[src/rtl/tamagotchi_pkg.sv]
// Shared display constants: active-low glyphs, digit indices, anode helpers.
// Pure declarations, no timing and no handshakes.
package tamagotchi_pkg;

  typedef logic [1:0] nivel_t;

  localparam logic [6:0] SEG_0     = 7'b1000000;
  localparam logic [6:0] SEG_1     = 7'b1111001;
  localparam logic [6:0] SEG_2     = 7'b0100100;
  localparam logic [6:0] SEG_3     = 7'b0110000;
  localparam logic [6:0] SEG_BLANK = 7'b1111111;
  localparam logic [6:0] SEG_ALL   = 7'b0000000;

  localparam logic [1:0] DIG_ANIMO    = 2'd0;
  localparam logic [1:0] DIG_ENERGIA  = 2'd1;
  localparam logic [1:0] DIG_DESCANSO = 2'd2;
  localparam logic [1:0] DIG_MEDICINA = 2'd3;

  localparam logic [3:0] ANODO_OFF = 4'b1111;

  // One anode low for the given digit index.
  function automatic logic [3:0] anodo_de(input logic [1:0] idx);
    return ~(4'b0001 << idx);
  endfunction

endpackage

[src/rtl/decodificador_7seg.sv]
// Level 0-3 to active-low gfedcba glyph; purely combinational, zero latency,
// no flow control.
module decodificador_7seg
  import tamagotchi_pkg::*;
(
  input  logic [1:0] nivel,
  output logic [6:0] seg
);

  always_comb begin
    seg = SEG_BLANK;
    case (nivel)
      2'd0: seg = SEG_0;
      2'd1: seg = SEG_1;
      2'd2: seg = SEG_2;
      2'd3: seg = SEG_3;
      default: seg = SEG_BLANK;
    endcase
  end

endmodule

[src/rtl/visor_niveles_7seg.sv]
// Multiplexed 4-digit level display with blinking critical levels and lamp test.
// Outputs registered (1 clk after scan state); free-running, no backpressure.
module visor_niveles_7seg
  import tamagotchi_pkg::*;
#(
  parameter int CLK_HZ   = 50_000_000,
  parameter int SCAN_HZ  = 4_000,
  parameter int BLINK_HZ = 2
) (
  input  logic       clk,
  input  logic       B_Reset,
  input  logic       B_Test,
  input  logic [1:0] LED_Animo,
  input  logic [1:0] LED_Energia,
  input  logic [1:0] LED_Descanso,
  input  logic [1:0] LED_Medicina,
  output logic [3:0] anodo,
  output logic [6:0] seg,
  output logic       dp
);

  localparam int DIV  = CLK_HZ / SCAN_HZ;
  localparam int HALF = CLK_HZ / (2 * BLINK_HZ);
  localparam int CW   = (DIV > 1) ? $clog2(DIV) : 1;
  localparam int BW   = (HALF > 1) ? $clog2(HALF) : 1;
  localparam logic [CW-1:0] CNT_LAST = CW'(DIV - 1);
  localparam logic [BW-1:0] BLK_LAST = BW'(HALF - 1);

  logic [CW-1:0]   cnt;
  logic [1:0]      idx;
  logic [3:0][1:0] sombra;
  logic [BW-1:0]   bcnt;
  logic            oculto;
  logic            test_m;
  logic            test_s;

  logic [1:0] nivel_sel;
  logic [6:0] glifo;
  logic [3:0] anodo_nx;
  logic [6:0] seg_nx;
  logic       dp_nx;

  always_ff @(posedge clk or negedge B_Reset) begin
    if (!B_Reset) begin
      cnt    <= '0;
      idx    <= DIG_ANIMO;
      sombra <= '0;
      bcnt   <= '0;
      oculto <= 1'b0;
      test_m <= 1'b0;
      test_s <= 1'b0;
    end else begin
      if (cnt == CNT_LAST) begin
        cnt <= '0;
        idx <= idx + 2'd1;
        // Latch all levels together at frame end so a frame never mixes old and new.
        if (idx == DIG_MEDICINA) begin
          sombra <= {LED_Medicina, LED_Descanso, LED_Energia, LED_Animo};
        end
      end else begin
        cnt <= cnt + 1'b1;
      end

      if (bcnt == BLK_LAST) begin
        bcnt   <= '0;
        oculto <= ~oculto;
      end else begin
        bcnt <= bcnt + 1'b1;
      end

      test_m <= B_Test;
      test_s <= test_m;
    end
  end

  assign nivel_sel = sombra[idx];

  decodificador_7seg u_deco (
    .nivel (nivel_sel),
    .seg   (glifo)
  );

  // Slot cycle 0 is always dark to avoid ghosting between digits.
  always_comb begin
    anodo_nx = ANODO_OFF;
    seg_nx   = SEG_BLANK;
    dp_nx    = 1'b1;
    if (cnt != '0) begin
      if (test_s) begin
        anodo_nx = anodo_de(idx);
        seg_nx   = SEG_ALL;
        dp_nx    = 1'b0;
      end else if (!(oculto && (nivel_sel == 2'd0))) begin
        anodo_nx = anodo_de(idx);
        seg_nx   = glifo;
        dp_nx    = (nivel_sel != 2'd0);
      end
    end
  end

  always_ff @(posedge clk or negedge B_Reset) begin
    if (!B_Reset) begin
      anodo <= ANODO_OFF;
      seg   <= SEG_BLANK;
      dp    <= 1'b1;
    end else begin
      anodo <= anodo_nx;
      seg   <= seg_nx;
      dp    <= dp_nx;
    end
  end

endmodule

[config.mk]
export PLATFORM = sky130hd
export DESIGN_NAME = visor_niveles_7seg
export DESIGN_NICKNAME = d
export VERILOG_FILES = /design/src/rtl/tamagotchi_pkg.sv /design/src/rtl/decodificador_7seg.sv /design/src/rtl/visor_niveles_7seg.sv
export SDC_FILE = /design/constraint.sdc
export NUM_CORES = 1
export LEC_CHECK = 0
export BUFFER_PORTS_ARGS = -buffer_cell sky130_fd_sc_hd__buf_4
export CAP_MARGIN = 30
export CORE_MARGIN = 2
export CORE_UTILIZATION = 45
export CTS_CLUSTER_DIAMETER = 100
export CTS_CLUSTER_SIZE = 10
export DETAILED_ROUTE_END_ITERATION = 16
export GPL_TIMING_DRIVEN = 1
export HOLD_SLACK_MARGIN = 0.1
export PLACE_DENSITY_LB_ADDON = 0.15
export SLEW_MARGIN = 30
export SYNTH_ARGS = -nofsm -noshare
export SYNTH_HDL_FRONTEND = slang
export SYNTH_SLANG_ARGS = --single-unit
[constraint.sdc]
create_clock -name clk -period 2.13 [get_ports clk]
set_input_delay 0.426 -clock clk [delete_from_list [all_inputs] [get_ports clk]]
set_output_delay 0.426 -clock clk [all_outputs]
set_load 0.1 [all_outputs]
==> After elaboration in Yosys (flattened, before gate mapping) <==
Cells that the tools add are included.
{ "totals": {"ff_bits": 63, "wordCells": 45} }
{ "classes": {"add_sub_neg": 3, "order_cmp": 1, "eq_ne": 6, "n_shift": 1, "n_mux": 14, "n_bitwise": 2, "n_reduce_logical": 5} }
{ "ops": {"columns": ["cell", "n"], "rows": [
  ["7-bit one-hot mux with 4 select lines", 1],
  ["24-bit by 1-bit adder with 24-bit output (second input constant)", 1],
  ["24-bit equality test (second input constant)", 1],
  ["24-bit two-way mux", 1],
  ["7-bit two-way mux", 3],
  ["14-bit by 1-bit adder with 14-bit output (second input constant)", 1],
  ["14-bit equality test (second input constant)", 1],
  ["14-bit two-way mux", 1],
  ["14-bit nonzero test", 1],
  ["4-bit two-way mux", 3],
  ["2-bit equality test (second input constant)", 3],
  ["2-bit binary-select mux with 2-bit select", 1],
  ["4-bit NOT", 1],
  ["1-bit by 2-bit left shift with 4-bit output (first input constant)", 1],
  ["2-bit by 3-bit less-than comparator with 1-bit output (second input constant)", 1],
  ["1-bit two-way mux", 3],
  ["2-bit by 1-bit adder with 2-bit output (second input constant)", 1],
  ["2-bit by 1-bit equality test with 1-bit output (second input constant)", 1],
  ["2-bit logical NOT", 1],
  ["2-bit two-way mux", 1],
  ["2-bit AND reduction", 1],
  ["2-bit nonzero test", 1],
  ["1-bit logical AND", 1],
  ["1-bit NOT", 1]
]} }

==> Depth between registers and ports, before layout <==
Gate-level depths: netlist of run 1.
{ "depth": {"depth_word": 7, "depth_mapped": 7, "ltp_nobuf": 6} }

==> Hierarchy <==
Synthesis of run 1 repeated with hierarchy kept, for this count alone.
{ "hier_totals": {"cells_unflattened": 255, "hier_area_um2": 2860.2} }
{ "modules_own_cells": {"columns": ["module", "instances", "cells_per_inst", "area_each_um2", "seq_area_each_um2"], "rows": [
  ["visor_niveles_7seg", 1, 247, 2812.7, 1591.5],
  ["decodificador_7seg", 1, 8, 47.5, 0.0]
]} }

==> Worst setup path after synthesis of run 1 <==
Ideal clock, no wire load.
{ "synth_path": {"path_type": "register -> register", "startpoint": "reg bcnt[0]", "endpoint": "reg bcnt[10]", "setup_time_ps": 121, "t_arrival_ps": 1764, "setup_slack_ps": 245, "path_stages_with_launch": 8, "n_path_buf": 2, "period_less_slack_ps": 1885, "path_cell_list": "dfrtp_1 ha_1 and4_1 clkbuf_1 nand2_1 nor4_4 buf_2 nor2_1"} }
{ "synth_between": {"elab_chain_len": 2, "elab_cells_between_ends": 3} }
{ "synth_rtl": {"columns": ["item", "line", "source"], "rows": [
  ["start: declaration", "visor_niveles_7seg.sv:32", "logic [BW-1:0] bcnt;"],
  ["start signal: assignment", "visor_niveles_7seg.sv:68", "bcnt <= bcnt + 1'b1;"],
  ["24-bit by 1-bit adder with 24-bit output or 24-bit equality test (tied branches)", "visor_niveles_7seg.sv:68, visor_niveles_7seg.sv:64", null],
  ["24-bit two-way mux (*)", "visor_niveles_7seg.sv:64", "if (bcnt == BLK_LAST) begin"]
]} }
Mark *: on every way between the ends. The rest lies on a longest branch, timed or not.
A chain may end at the register's enable or synchronous reset.

==> Final worst setup path of run 1 <==
{ "layout_path": {"startpoint": "reg bcnt[5]", "endpoint": "reg bcnt[21]"} }
Same word-level chain as after synthesis.

==> results of run 1 <==
## power groups by stage
stage / Clock, µW / Combinational [µW] / Sequential (µW)
4_1_cts: 1150 / 116 / 1200
3_5_place_dp: 0 / 116 / 1230
3_3_place_gp: 0 / 116 / 1230
5_1_grt: 1210 / 123 / 1210
6_report: 1110 / 113 / 1200
2_1_floorplan: 0 / 22.7 / 1270
## flip-flops by register name (all words and copies together) (netlist names)
| signal | cells |
|---|---|
| oculto | 1 |
| anodo | 4 |
| dp | 1 |
| test_s | 1 |
| test_m | 1 |
| idx | 2 |
| seg | 6 |
| sombra | 8 |
| cnt | 14 |
| bcnt | 24 |
## logic make-up after synthesis
group / Yosys count / synth area share, %
simple gates: 103 / 20.8
compound gates: 23 / 4.61
flops: 62 / 56.0
buf+inv: 12 / 1.79
mux: 11 / 5.19
xor+xnor: 27 / 8.46
fa+ha+maj: 7 / 3.13
## per-stage QoR
stage | hold WS [ns] | power (µW) | util, % | std cells
after global placement | 0.339 | 1340 | 51.6 | 341
after CTS | 0.174 | 2470 | 55.3 | 357
after global routing | 0.172 | 2540 | 55.3 | 357
final | 0.152 | 2430 | 55.3 | 357
after detailed placement | 0.345 | 1340 | 51.6 | 341
after floorplan | 0.130 | 1290 | - | 245
## cell usage in the layout (no fill, tap or decap), types with 10 or more instances in the layout
cell	n
nand3_1	11
clkbuf_8	10
nand4_1	11
dfrtp_1	51
buf_4	26
nand2_1	21
xor2_1	12
xnor2_1	15
dfstp_2	11
o21ai_0	10
nor2_1	21
## metal layers
| layer | vias to the layer above | GRT usage (%) |
|---|---|---|
| met4 | 0 | 5.41 |
| met1 | 911 | 22.1 |
| met5 | - | 0 |
| li1 | 933 | - |
| met3 | 6 | 6.49 |
| met2 | 25 | 26.0 |
## cell type report
type                            count  share of cell area [%]
Tap cell                           75                    2.85
Timing Repair Buffer               27                    6.54
Inverter                            6                   0.684
Sequential cell                    62                    47.6
Clock inverter                      4                    2.13
Clock buffer                       12                    4.41
Multi-Input combinational cell    171                    35.8
## path summary, 6_finish.rpt
check	start	slack (ns)	cells after the start	to
max in group asynchronous	B_Reset	1.47	1	bcnt[13]
min	B_Reset	0.15	1	bcnt[4]
min in group clk	B_Test	0.19	1	test_m
max reg2reg	bcnt[5]	0.20	4	bcnt[21]
min reg2reg	test_m	0.36	0	test_s
max	bcnt[5]	0.20	4	bcnt[21]
## worst reg2reg max path: cells and delay by family (launching register included)
family	cells	cell delay (ns)
compound gates	1	0.18
simple gates	3	1.23
flops	1	0.44
==> impl_metrics.json, run 1 <==
{
  "multi_input_area_mm2": 0.00118,
  "drtPass1Iterations": 4,
  "p_comb_share_pct": 4.7,
  "yosysTopAreaCellShare_pct": 45.7,
  "synth_edf_count": 0,
  "num_rows": 28,
  "drt_iter0_drc": 87,
  "netlist_top_cells_area": "dfrtp_1, dfstp_2, xnor2_1, xor2_1, mux2_2",
  "vdd_drop_max_uv": 508,
  "place_area_mm2": 0.00308,
  "crit_fanout": 7,
  "slowest_stage": "or4_4",
  "crit_required_ns": 2.38,
  "fin_ws_ns": 0.204,
  "vias": 1875,
  "grt_max_degree": 63,
  "slew-limit-headroom_pct": 49.7,
  "p_seq_share_pct": 49.6,
  "port_buffers": 22,
  "regArea_mm2": 0.00157,
  "setup_viol": 0,
  "wl_um": 5010,
  "yosys.cell_count.top_type": "dfrtp_1",
  "synthFlopType": "dfrtp_1",
  "wire_per_inst_um": 14.0,
  "ctsResizeCount": 0,
  "clock_latency_ns": 0.33,
  "top_layer": "met4",
  "die_x_um": 82.8,
  "worst_slew_pin_slew_ns": 0.754,
  "drive_gt1_share_pct": 24.5,
  "clkTransAtPathRegs_ns": 0.06,
  "drt-met1-wl_um": 2350,
  "hold_violations": 0,
  "cts.hold.buffers_added": 0,
  "grt_pass1_wl_um": 8470,
  "syn-num-nets": 263,
  "synth.avg_cell_area_um2": 11.4,
  "crit_path_start_kind": "flop",
  "critPathKind": "flop to flop",
  "die_h_um": 82.8,
  "yosys_warnings": 0,
  "outcome": "completed",
  "synthArstFlopShare_pct": 100,
  "synth_cell_types": 38,
  "final_antenna_net_count": 0,
  "cap_viol_max_count": 0,
  "synth-seq-cells": 62,
  "overflow": 0,
  "antenna_cells": 0,
  "grt_pass1_vias": 1800,
  "antenna_found_initial": 0,
  "setup-tns-final_ns": 0,
  "cts_tree": "done",
  "p_sw_uw": 513,
  "yosys.area.top_type": "dfrtp_1",
  "ctsRootBufferMaster": "clkbuf_8",
  "num-fill-cells": 525,
  "min_period_ns": 1.93,
  "clk_path_buf_depth": 2,
  "hold_path.class": "input pin to async pin",
  "clkSinkCount": 62,
  "grt_use_total_pct": 16.9,
  "final_design_area_no_fill_mm2": 0.00329,
  "fin_nets": 295,
  "ys_seq_area_share_pct": 56.0,
  "power_frac_clock_pct": 45.7,
  "netlist_area_mm2": 0.00279,
  "final_max_slew_viol_count": 0,
  "p_per_area_mw_per_mm2": 738,
  "gp_congestion": 0.839,
  "drc": 0,
  "syn_inst": 245,
  "htreeDepth": 3,
  "leakage_uw": 0.00145,
  "grt_setup_unrepaired": "no",
  "intPower_uw": 1920,
  "arrival_ns": 2.18,
  "cp-end-kind": "flop",
  "dr_wl_met2_um": 2410,
  "postCtsSetupRepairBufs": 0,
  "swShare_pct": 21.1,
  "skew_ns": 0.00710,
  "start_util_pct": 46.9,
  "fmax_ghz": 0.519,
  "die_area_mm2": 0.00686,
  "coreArea_mm2": 0.00596,
  "dp_hpwl_um": 3540,
  "pre_cts_slack_ns": 0.213,
  "syn_to_final_growth_pct": 17.8,
  "post-route-period-util_pct": 90.4,
  "cp_num_buf_inv": 0,
  "crit_chain": "nand4_1 -> or4_4 -> or4_1 -> a21oi_1",
  "viasPerCell": 5.25,
  "wl_met3_um": 184,
  "cts_buffers": 9,
  "num_io_pins": 23,
  "crit_family": "simple AND/OR/NAND/NOR gates",
  "max_stage_delay_ns": 0.59,
  "yosys-top-cells-count": "dfrtp_1, nand2_1, nor2_1"
}
(Power assumes the default switching activity.)
==> run 2: changes to the inputs <==
--- a/config.mk
+++ b/config.mk
@@ -5,6 +5,7 @@
 export SDC_FILE = /design/constraint.sdc
 export NUM_CORES = 1
 export LEC_CHECK = 0
+export ABC_AREA = 1
 export BUFFER_PORTS_ARGS = -buffer_cell sky130_fd_sc_hd__buf_4
 export CAP_MARGIN = 30
 export CORE_MARGIN = 2
==> impl_metrics.json, run 2 <==
{
  "ys_seq_area_share_pct": 47.4,
  "num_rows": 31,
  "reg2reg_slack_ns": 0.52,
  "setup_viol": 0,
  "port_buffers": 22,
  "final_cell_mix": "nand2_1, nor2_1, inv_1",
  "p_per_area_mw_per_mm2": 578,
  "critPathKind": "flop to flop",
  "grt_setup_unrepaired": "no",
  "crit_required_ns": 2.34,
  "netlist_area_mm2": 0.00330,
  "synth-seq-cells": 62,
  "clock_latency_ns": 0.34,
  "antenna_cells": 0,
  "fmax_ghz": 0.620,
  "vdd_drop_max_uv": 357,
  "drive_gt1_share_pct": 19.2,
  "regArea_mm2": 0.00157,
  "die_x_um": 89.7,
  "cts.hold.buffers_added": 0,
  "cap_viol_max_count": 0,
  "grt_max_degree": 63,
  "syn_to_final_growth_pct": 13.3,
  "antenna_found_initial": 0,
  "reg_top3": "bcnt: 24 flops, cnt: 14 flops, sombra: 8 flops",
  "synth_edf_count": 0,
  "vias": 2489,
  "post-route-period-util_pct": 75.7,
  "setup-tns-final_ns": 0,
  "leakage_uw": 0.00188,
  "synthArstFlopShare_pct": 100,
  "outcome": "completed",
  "r2r-end": "sombra[1]",
  "reg2reg_from": "cnt[0]",
  "yosys.area.top_type": "dfrtp_1",
  "grt_use_total_pct": 17.9,
  "clkTransAtPathRegs_ns": 0.07,
  "cts_tree": "done",
  "clkSinkCount": 62,
  "final_max_slew_viol_count": 0,
  "reg2reg_depth": 6,
  "yosysTopAreaCellShare_pct": 38.7,
  "start_util_pct": 46.0,
  "multi_input_area_mm2": 0.00150,
  "arrival_ns": 1.83,
  "dp_hpwl_um": 4570,
  "netlist_top_cells_area": "dfrtp_1, nand2_1, dfstp_2, nor2_1, inv_1",
  "gp_congestion": 0.907,
  "largest_reg_flops": 24,
  "min_period_ns": 1.61,
  "cp-end-kind": "flop",
  "coreArea_mm2": 0.00718,
  "die_h_um": 89.7,
  "grt_pass1_vias": 2354,
  "overflow": 0,
  "postCtsSetupRepairBufs": 0,
  "crit_path_start_kind": "flop",
  "die_area_mm2": 0.00804,
  "htreeDepth": 3,
  "drtPass1Iterations": 4,
  "crit_fanout": 16,
  "num-fill-cells": 718,
  "final_antenna_net_count": 0,
  "yosys-top-cells-count": "nand2_1, nor2_1, inv_1",
  "ctsResizeCount": 0,
  "cts_buffers": 9,
  "wl_um": 6320,
  "hold_path.class": "input pin to async pin",
  "largest_register": "bcnt",
  "yosys.cell_count.top_type": "nand2_1",
  "slew-limit-headroom_pct": 48.8,
  "drt_iter0_drc": 138,
  "yosys_warnings": 0,
  "grt_pass1_wl_um": 10900,
  "synth.avg_cell_area_um2": 8.13,
  "final_common_cell": "nand2_1",
  "worst_slew_pin_slew_ns": 0.769,
  "post-route-util_pct": 52.1,
  "drc": 0,
  "wire_per_inst_um": 11.7,
  "syn-num-nets": 424,
  "synthFlopType": "dfrtp_1",
  "clk_path_buf_depth": 2,
  "skew_ns": 0.00839,
  "hold_violations": 0,
  "viasPerCell": 4.60,
  "syn_inst": 406,
  "fin_nets": 455,
  "synth_cell_types": 31,
  "ctsRootBufferMaster": "clkbuf_8",
  "num_io_pins": 23
}
-- run 2: worst max path at each step --
stage               startpoint   endpoint  slack, ns  depth (start not counted)
CTS                     cnt[0]  sombra[4]       0.49                          6
global placement        cnt[0]  sombra[7]       0.58                          6
global route            cnt[0]  sombra[1]       0.31                          6
detailed placement      cnt[0]  sombra[4]       0.52                          6
finish                  cnt[0]  sombra[1]       0.52                          6
floorplan               seg[3]     seg[3]       0.49                          1
-- run 2: cells by family after synthesis --
logic type      after synthesis  share of synthesized area [%]
simple gates                240                           33.8
compound gates               17                           3.49
fa+ha+maj                     7                           2.65
flops                        62                           47.4
buf+inv                      59                           7.05
xor+xnor                     21                           5.57
-- run 2: metrics by stage --
stage / power (µW) / hold slack [ns] / worst slack [ns] / std cells / cell area [µm²]
after CTS: 2190 / 0.186 / 0.491 / 541 / 3740
after detailed placement: 1280 / 0.342 / 0.518 / 525 / 3570
after floorplan: 1240 / 0.130 / 0.487 / 406 / 3300
after global placement: 1280 / 0.334 / 0.579 / 525 / 3570
final: 2160 / 0.155 / 0.518 / 541 / 3740
after global routing: 2250 / 0.183 / 0.306 / 541 / 3740
-- run 2: where the power goes --
part           leakage, µW  switching (µW)  internal, µW  total (µW)
sequential        0.000752            1.42          1180        1190
combinational      0.00105            53.2          17.5        70.6
clock            0.0000861             457           449         906
-- run 2: routing by layer --
layer	up-vias	wire length, µm	global-route usage, %
met5	-	0	0
met1	1132	3390	26.5
li1	1312	-	-
met4	0	70	6.65
met2	36	2680	25.3
met3	9	185	4.11
-- run 2: area by class of cell --
type / count / area share, %
multi-input cells: 285 / 40.2
inverters: 57 / 5.72
repair buffers: 22 / 4.42
clock buffers: 12 / 3.88
well taps: 99 / 3.31
clock inverters: 4 / 0.602
flip-flops and latches: 62 / 41.9
-- run 2: worst max-delay path, stage by stage, from the launching register on --
cell and delay, ns:
dfrtp_1 0.39, ha_1 0.25, nand3_1 0.09, nor2_1 0.18
nand3_2 0.34, nand2_1 0.18, o21ai_2 0.06
